## src/rtl/n163_pkg.sv

```systemverilog
// Shared constants and types for the N163 wavetable RAM arbiter.
package n163_pkg;

    localparam int         N163_RAM_DEPTH = 128;
    localparam logic [4:0] REG_DATA_PAGE  = 5'b01001;
    localparam logic [4:0] REG_ADDR_PAGE  = 5'b11111;
    localparam logic [6:0] CHAN_BASE      = 7'h40;
    localparam logic [6:0] CHAN_CFG_ADDR  = 7'h7F;

    typedef enum logic [1:0] {
        RD_NONE = 2'd0,
        RD_CPU  = 2'd1,
        RD_SND  = 2'd2
    } rd_src_t;

endpackage

```

## src/rtl/n163_addr_reg.sv

```systemverilog
// CPU-side RAM address register ($F800-$FFFF) with optional post-access auto-increment.
module n163_addr_reg #(
    parameter int ADDR_W = 7,
    parameter int DATA_W = 8
) (
    input  logic              clk,
    input  logic              rst_n,
    input  logic              load_i,
    input  logic [DATA_W-1:0] load_val_i,
    input  logic              step_i,
    output logic [ADDR_W-1:0] addr_o,
    output logic              ainc_o
);

    logic [ADDR_W-1:0] addr_q, addr_d;
    logic              ainc_q, ainc_d;

    // A load in the same cycle as a data access takes precedence over the step.
    always_comb begin
        addr_d = addr_q;
        ainc_d = ainc_q;
        if (load_i) begin
            addr_d = load_val_i[ADDR_W-1:0];
            ainc_d = load_val_i[DATA_W-1];
        end else if (step_i && ainc_q) begin
            addr_d = addr_q + 1'b1;
        end
    end

    always_ff @(posedge clk or negedge rst_n) begin
        if (!rst_n) begin
            addr_q <= '0;
            ainc_q <= 1'b0;
        end else begin
            addr_q <= addr_d;
            ainc_q <= ainc_d;
        end
    end

    assign addr_o = addr_q;
    assign ainc_o = ainc_q;

endmodule

```

## src/rtl/n163_ram_arb.sv

```systemverilog
// N163 sound RAM arbiter: CPU data port always wins, sound sequencer uses req/gnt.
// Optional starvation monitor enabled by defining N163_ARB_STALL_EN.
module n163_ram_arb
    import n163_pkg::*;
#(
    parameter int ADDR_W    = 7,
    parameter int DATA_W    = 8,
    parameter int STALL_MAX = 4
) (
    input  logic              m2,
    input  logic              map_rst_n,
    input  logic [15:0]       cpu_addr,
    input  logic [DATA_W-1:0] cpu_din,
    input  logic              cpu_rw,
    output logic [DATA_W-1:0] cpu_dout,
    input  logic              snd_req,
    input  logic              snd_we,
    input  logic [ADDR_W-1:0] snd_addr,
    input  logic [DATA_W-1:0] snd_wdata,
    output logic              snd_gnt,
    output logic              snd_rvalid,
    output logic [DATA_W-1:0] snd_rdata,
    output logic [ADDR_W-1:0] ram_addr,
    output logic [DATA_W-1:0] ram_wdata,
    output logic              ram_we,
    input  logic [DATA_W-1:0] ram_rdata,
    output logic              snd_starved
);

    logic              addr_hit, data_hit, cpu_sel;
    logic [ADDR_W-1:0] addr_q;
    logic              ainc_q;
    logic [ADDR_W-1:0] ram_addr_q;
    rd_src_t           rd_src_q, rd_src_d;
    logic [DATA_W-1:0] cpu_dout_q;
    logic              unused_addr_bits;

    assign addr_hit = (cpu_addr[15:11] == REG_ADDR_PAGE);
    assign data_hit = (cpu_addr[15:11] == REG_DATA_PAGE);
    assign unused_addr_bits = ^cpu_addr[10:0];

    // Grants are suppressed while reset is held so nothing reaches the RAM.
    assign cpu_sel = data_hit & map_rst_n;
    assign snd_gnt = snd_req & ~data_hit & map_rst_n;

    n163_addr_reg #(
        .ADDR_W(ADDR_W),
        .DATA_W(DATA_W)
    ) u_addr_reg (
        .clk       (m2),
        .rst_n     (map_rst_n),
        .load_i    (addr_hit & ~cpu_rw),
        .load_val_i(cpu_din),
        .step_i    (data_hit),
        .addr_o    (addr_q),
        .ainc_o    (ainc_q)
    );

    always_comb begin
        ram_addr  = ram_addr_q;
        ram_we    = 1'b0;
        ram_wdata = snd_wdata;
        rd_src_d  = RD_NONE;
        if (cpu_sel) begin
            ram_addr  = addr_q;
            ram_we    = ~cpu_rw;
            ram_wdata = cpu_din;
            if (cpu_rw) rd_src_d = RD_CPU;
        end else if (snd_gnt) begin
            ram_addr  = snd_addr;
            ram_we    = snd_we;
            ram_wdata = snd_wdata;
            if (!snd_we) rd_src_d = RD_SND;
        end
    end

    always_ff @(posedge m2 or negedge map_rst_n) begin
        if (!map_rst_n) begin
            ram_addr_q <= '0;
            rd_src_q   <= RD_NONE;
            cpu_dout_q <= '0;
        end else begin
            if (cpu_sel || snd_gnt) ram_addr_q <= ram_addr;
            rd_src_q <= rd_src_d;
            if (rd_src_q == RD_CPU) cpu_dout_q <= ram_rdata;
        end
    end

    assign cpu_dout   = cpu_dout_q;
    assign snd_rvalid = (rd_src_q == RD_SND);
    assign snd_rdata  = snd_rvalid ? ram_rdata : '0;

`ifdef N163_ARB_STALL_EN
    logic [2:0] stall_cnt_q, stall_cnt_d;
    logic       starved_q;

    always_comb begin
        stall_cnt_d = 3'd0;
        if (snd_req && !snd_gnt)
            stall_cnt_d = (stall_cnt_q == 3'd7) ? stall_cnt_q : stall_cnt_q + 3'd1;
    end

    always_ff @(posedge m2 or negedge map_rst_n) begin
        if (!map_rst_n) begin
            stall_cnt_q <= 3'd0;
            starved_q   <= 1'b0;
        end else begin
            stall_cnt_q <= stall_cnt_d;
            starved_q   <= (int'(stall_cnt_d) >= STALL_MAX);
        end
    end

    assign snd_starved = starved_q;
`else
    logic unused_stall_max;
    assign unused_stall_max = (STALL_MAX != 0);
    assign snd_starved      = 1'b0;
`endif

endmodule
```

## config.mk

```make
export PLATFORM = sky130hd
export DESIGN_NAME = n163_ram_arb
export DESIGN_NICKNAME = d
export VERILOG_FILES = /design/src/rtl/n163_pkg.sv /design/src/rtl/n163_addr_reg.sv /design/src/rtl/n163_ram_arb.sv
export SDC_FILE = /design/constraint.sdc
export NUM_CORES = 1
export LEC_CHECK = 0
export ABC_AREA = 1
export BUFFER_PORTS_ARGS = -buffer_cell sky130_fd_sc_hd__buf_2
export CAP_MARGIN = 5
export CORE_ASPECT_RATIO = 0.6
export CORE_MARGIN = 4
export CORE_UTILIZATION = 44
export CTS_CLUSTER_SIZE = 24
export DETAILED_ROUTE_END_ITERATION = 7
export PLACE_DENSITY = 0.8
export SYNTH_ARGS = -nofsm -noshare
export SYNTH_HDL_FRONTEND = slang
export SYNTH_SLANG_ARGS = --single-unit
```

## constraint.sdc

```tcl
create_clock -name m2 -period 1.4 [get_ports m2]
set_input_delay 0.07 -clock m2 [delete_from_list [all_inputs] [get_ports m2]]
set_output_delay 0.07 -clock m2 [all_outputs]
set_load 0.02 [all_outputs]
```

### After elaboration in Yosys (flattened, before gate mapping)

Index checks and enable logic that the tools add are counted.

| word-level totals | value |
|---|---|
| register bits after elaboration | 25 |
| output and inout bits | 35 |
| logic and storage cells | 31 |
| bits of input ports | 52 |

| cells by class | value |
|---|---|
| eq/ne operators | 4 |
| muxes and demuxes | 12 |
| reductions and logical operators | 3 |
| bitwise logic cells | 6 |
| $add $sub $neg | 1 |

Operators by type and width:

| cell | number |
|---|---|
| $mux W7 | 4 |
| $mux W8 | 2 |
| $add A7 B1 Y7 const B | 1 |
| $mux W2 | 3 |
| $eq A5 B4 Y1 const B | 1 |
| $eq A5 B5 Y1 const B | 1 |
| $and A1 B1 Y1 | 4 |
| $mux W1 | 3 |
| $eq A2 B1 Y1 const B | 1 |
| $eq A2 B2 Y1 const B | 1 |
| $not A1 Y1 | 2 |
| $reduce_bool A2 Y1 | 1 |
| $logic_and A1 B1 Y1 | 1 |
| $logic_or A1 B1 Y1 | 1 |

### Depth between registers and ports, before layout

| logic depth | value |
|---|---|
| depth in word-level cells | 6 |
| depth in mapped cells | 8 |
| mapped depth without buffers | 8 |

### By module

Synthesis repeated with hierarchy kept, for this count alone.

| unflattened totals | value |
|---|---|
| cells, all modules | 210 |
| area, all modules | 1532.7 µm² |

By module, submodules not included:

| module | instances | cells an instance | area each (µm²) | seq. area each (µm²) |
|---|---|---|---|---|
| n163_ram_arb | 1 | 139 | 1029.7 | 425.4 |
| n163_addr_reg | 1 | 71 | 503.0 | 200.2 |

### Worst setup path before layout

No wires, ideal clock.

| timing path | value |
|---|---|
| path type | register to output |
| from | register rd_src_q[0] |
| to | output port snd_rdata[0] |
| setup slack | 125 ps |
| path buffers | 0 |
| arrival time | 1205 ps |
| data required time | 1330 ps |
| stages on the path, launching flop included | 4 |
| cell sequence | dfrtp_1 nor2_1 inv_1 nor2_1 |

| on the way | value |
|---|---|
| longest elaborated chain between the ends | 2 |

Ends and longest elaborated chain:

| what | line | source |
|---|---|---|
| start, declared | n163_ram_arb.sv:34 | `rd_src_t rd_src_q, rd_src_d;` |
| start signal, assigned | n163_ram_arb.sv:84 | `rd_src_q <= rd_src_d;` |
| $eq A2 B2 Y1 | n163_ram_arb.sv:90 | `assign snd_rvalid = (rd_src_q == RD_SND);` |
| via snd_rvalid | n163_ram_arb.sv:21 | `output logic snd_rvalid,` |
| $mux W8 | n163_ram_arb.sv:91 | `assign snd_rdata = snd_rvalid ? ram_rdata : '0;` |
| end, declared | n163_ram_arb.sv:22 | `output logic [DATA_W-1:0] snd_rdata,` |

The timed path passes the listed nets, and every way through them passes these cells.

### Final worst setup path

| timing path | value |
|---|---|
| from | register rd_src_q[0] |
| to | output port snd_rdata[0] |

| on the way | value |
|---|---|
| longest elaborated chain between the ends | 2 |

Ends and longest elaborated chain:

| what | line |
|---|---|
| $eq A2 B2 Y1 | n163_ram_arb.sv:90 |
| $mux W8 | n163_ram_arb.sv:91 |

No other way between the ends.

==> summary.md <==
| Metric | Value |
|---|---|
| Pleak | `1.166 nW` |
| CP max stage cell | `dfrtp_1` |
| Nets | `343` |
| Clk Latency, worst-skew pair | `260 ps` |
| Layout area overhead | `31.95%` |
| Root buf cell | `clkbuf_8` |
| Residual DRC | `0` |
| Crit. Startpoint | `rd_src_q[0]$_DFF_PN0_` |
| FILL cells | `337` |
| Final critical-path share of the clock period | `0.8968` |
| Clock buffer depth | `2` |
| Clock period minus final worst setup slack | `1256 ps` |
| Area after DPL | `1919 sq um` |
| Critical path peak fanout | `8` |
| Full die area | `4468 sq um` |
| First-pass GRT wire length | `6513 microns` |
| M1 GR Usage | `0.2578` |
| Post-DR wirelength/cell | `11.84 microns` |
| Setup slack after layout | `144.5 ps` |
| Synth Flop Type | `dfrtp_1` |
| Met2 Use GR | `0.2810` |
| I/O pin cnt | `87` |
| Place WS | `185.3 ps` |
| Post-synthesis sequential area ratio | `0.4139` |
| HPWL Detailed | `3147 microns` |
| Core area | `3283 sq um` |
| PD cells | `992.2 nW/um^2` |
| Largest area contributor in the synthesized netlist | `dfrtp_1` |
| Commonest non-fill, non-tap cell in the layout | `buf_2` |
| Yosys top cell area share | `0.4139` |
| Depth of the CTS H-tree | `1` |
| Core Util, Final | `0.6075` |
| Met3 usage | `0.04821` |
| Clock sinks | `25` |
| Largest net degree at the start of global routing | `21` |
| Multi-input combinational cell area | `765.7 sq um` |
| Synth Area in Compound Gates | `0.05050` |
| Chip width | `83.67 microns` |
| Worst Path Buf+Inv | `2` |
| Syn_nets | `263` |
| Gpl congestion | `0.8273` |
| Top cells by area, synth | `dfrtp_1 (41%), nand2_1 (18%), nand3_1 (13%)` |
| Post-synthesis xor/xnor area fraction | `0.01738` |
| Peak supply drop | `597.9 uV` |
| CP most frequent cell | `nor2_1` |
| Layout cells sized above 1 | `0.3287` |
| DRT iter0 DRCs | `103` |
| CTS tree | `built` |
| RSZ-0062 raised after global routing | `false` |
| Critical path launch point type | `flip-flop` |
| Number of cell rows | `16` |
| Cell count after synthesis | `210` |
| Family with the most delay on the worst path | `flip-flops` |
| Num CTS Buffers | `3` |
| Global route overflow | `0` |
| Max Slew Vio Count | `0` |
| GRT busiest layer | `met2` |
| Worst setup path class | `flip-flop to output port` |
| Fraction of registers with async set or reset after synthesis | `1.000` |
| Final setup viols | `0` |
| Count of final hold-check violations | `0` |
| Flops & latches, synth | `25` |
| Final hold slack | `39.59 ps` |
| Starting Density | `0.4604` |
| EDFF count, synth | `0` |
| Vias per std cell | `4.743` |
| Total Wirelength | `3953 microns` |
| Commonest cells after routing, fill and taps aside | `buf_2 (74), nand2_1 (72), nand3_1 (39)` |
| Hold wc startpoint | `snd_addr[0]` |
| Synth Area in Simple Gates | `0.4280` |
| Critical-path cell list | `nor2_1 -> inv_2 -> nor2_1 -> buf_2` |
| Synth Area in Adders | `0.008278` |
| Diode count | `0` |
| Total negative slack | `0 ps` |
| Initial antenna violation count | `0` |
| Peak Freq | `796.5 MHz` |
| GRT Total Usage | `0.1813` |
| Synth Cell Area | `1511 sq um` |
| Largest family of logic cells by synthesized area | `simple AND/OR/NAND/NOR gates` |
| WP data arrival | `1190 ps` |
| R2R Path Start | `u_addr_reg.addr_o[0]$_DFFE_PN0P_` |
| Clk_skew | `2.081 ps` |
| Die height | `53.40 microns` |
| Maxcap violations | `0` |
| Crit. End Element | `output port` |
| DR vias | `1584` |
| Mux cell area share after synthesis | `0` |
| Fin area | `1994 sq um` |
| Vias in the first global route | `1399` |
| Critical path required time | `1330 ps` |
| Clock-pin transition on the worst setup and hold timing paths | `80 ps` |
| Min-Delay Path Class | `primary input to flip-flop` |
| Syn Area/Cell | `7.197 sq um` |
| Reg area | `625.6 sq um` |
| 1st-pass router iterations | `4` |
| Status | `finished clean` |
| Critical Path Max Stage Delay | `380 ps` |
| Antenna violation net count after detailed routing | `0` |
| Port Buffers | `74` |
| Synth unique cells | `21` |
| Yosys warns | `0` |
## cell type report
cell class | instances | area share
inverters | 23 | 0.04329
clock buffers | 4 | 0.02258
well taps | 45 | 0.02823
multi-input cells | 158 | 0.3839
flip-flops and latches | 25 | 0.3137
repair buffers | 79 | 0.2083
## cell usage after synthesis (2+ instances only)
| cell | number |
|---|---|
| inv_1 | 23 |
| buf_6 | 2 |
| nor2_2 | 2 |
| nand2_1 | 72 |
| nor2_4 | 5 |
| nor2_1 | 15 |
| dfrtp_1 | 25 |
| nand2_4 | 2 |
| nand3_1 | 39 |
| o21ai_0 | 10 |
| o21ai_2 | 3 |
| nand2_2 | 2 |
| xnor2_1 | 2 |
## metal layers
layer | up-vias | part of all wire
met4 | 0 | 0.0048
met1 | 717 | 0.50
met2 | 40 | 0.43
met3 | 4 | 0.065
li1 | 823 | -
met5 | - | 0
## sequential cells by signal (all words and copies together) (netlist names)
register,count
ram_addr_q,7
u_addr_reg.ainc_o,1
u_addr_reg.addr_o,7
cpu_dout,8
rd_src_q,2
## worst register-to-register path, delay by kind of cell, from the launching register on
kind	cells	cell delay, ps
adder cells (fa/ha/maj)	1	270
AND/OR/NAND/NOR	4	220
flip-flops	1	430
XOR/XNOR	1	150
## final timing paths
path | to | slack (ps) | cells after the start
worst min-delay path | ram_addr_q[0]$_DFFE_PN0P_ | 40 | 3
worst max register to register | u_addr_reg.addr_o[2]$_DFFE_PN0P_ | 240 | 6
worst min register to register | cpu_dout[7]$_DFFE_PN0N_ | 480 | 2
min in group asynchronous | ram_addr_q[5]$_DFFE_PN0P_ | 390 | 3
worst max-delay path | snd_rdata[0] | 140 | 4
max in group asynchronous | cpu_dout[0]$_DFFE_PN0N_ | 770 | 3
## stage by stage
stage	total power [mW]	instances
4_1_cts	1.992	334
5_1_grt	2.110	334
2_1_floorplan	1.334	210
3_5_place_dp	1.573	327
3_3_place_gp	1.553	327
6_report	1.979	334
## logic make-up (layout without fill, tap and decap cells)
kind of cell	after synthesis	after routing
other	1	1
AO/OA/AOI/OAI	13	13
AND/OR/NAND/NOR	140	140
flip-flops	25	25
adder cells (fa/ha/maj)	1	1
buffers and inverters	27	106
XOR/XNOR	3	3
## power breakdown
group	switching, mW	internal [mW]
combinational	0.371	0.240
clock	0.214	0.203
sequential	0.102	0.848
## timing repair
item / in CTS / in global routing
buffers inserted: 0 / 0
endpoints found under the setup margin: 0 / 3
hold buffers: 3 / 0
resized for setup: 0 / 1
endpoints found under the hold margin: 26 / 0
Note: power is estimated with default switching activity, not from simulation.
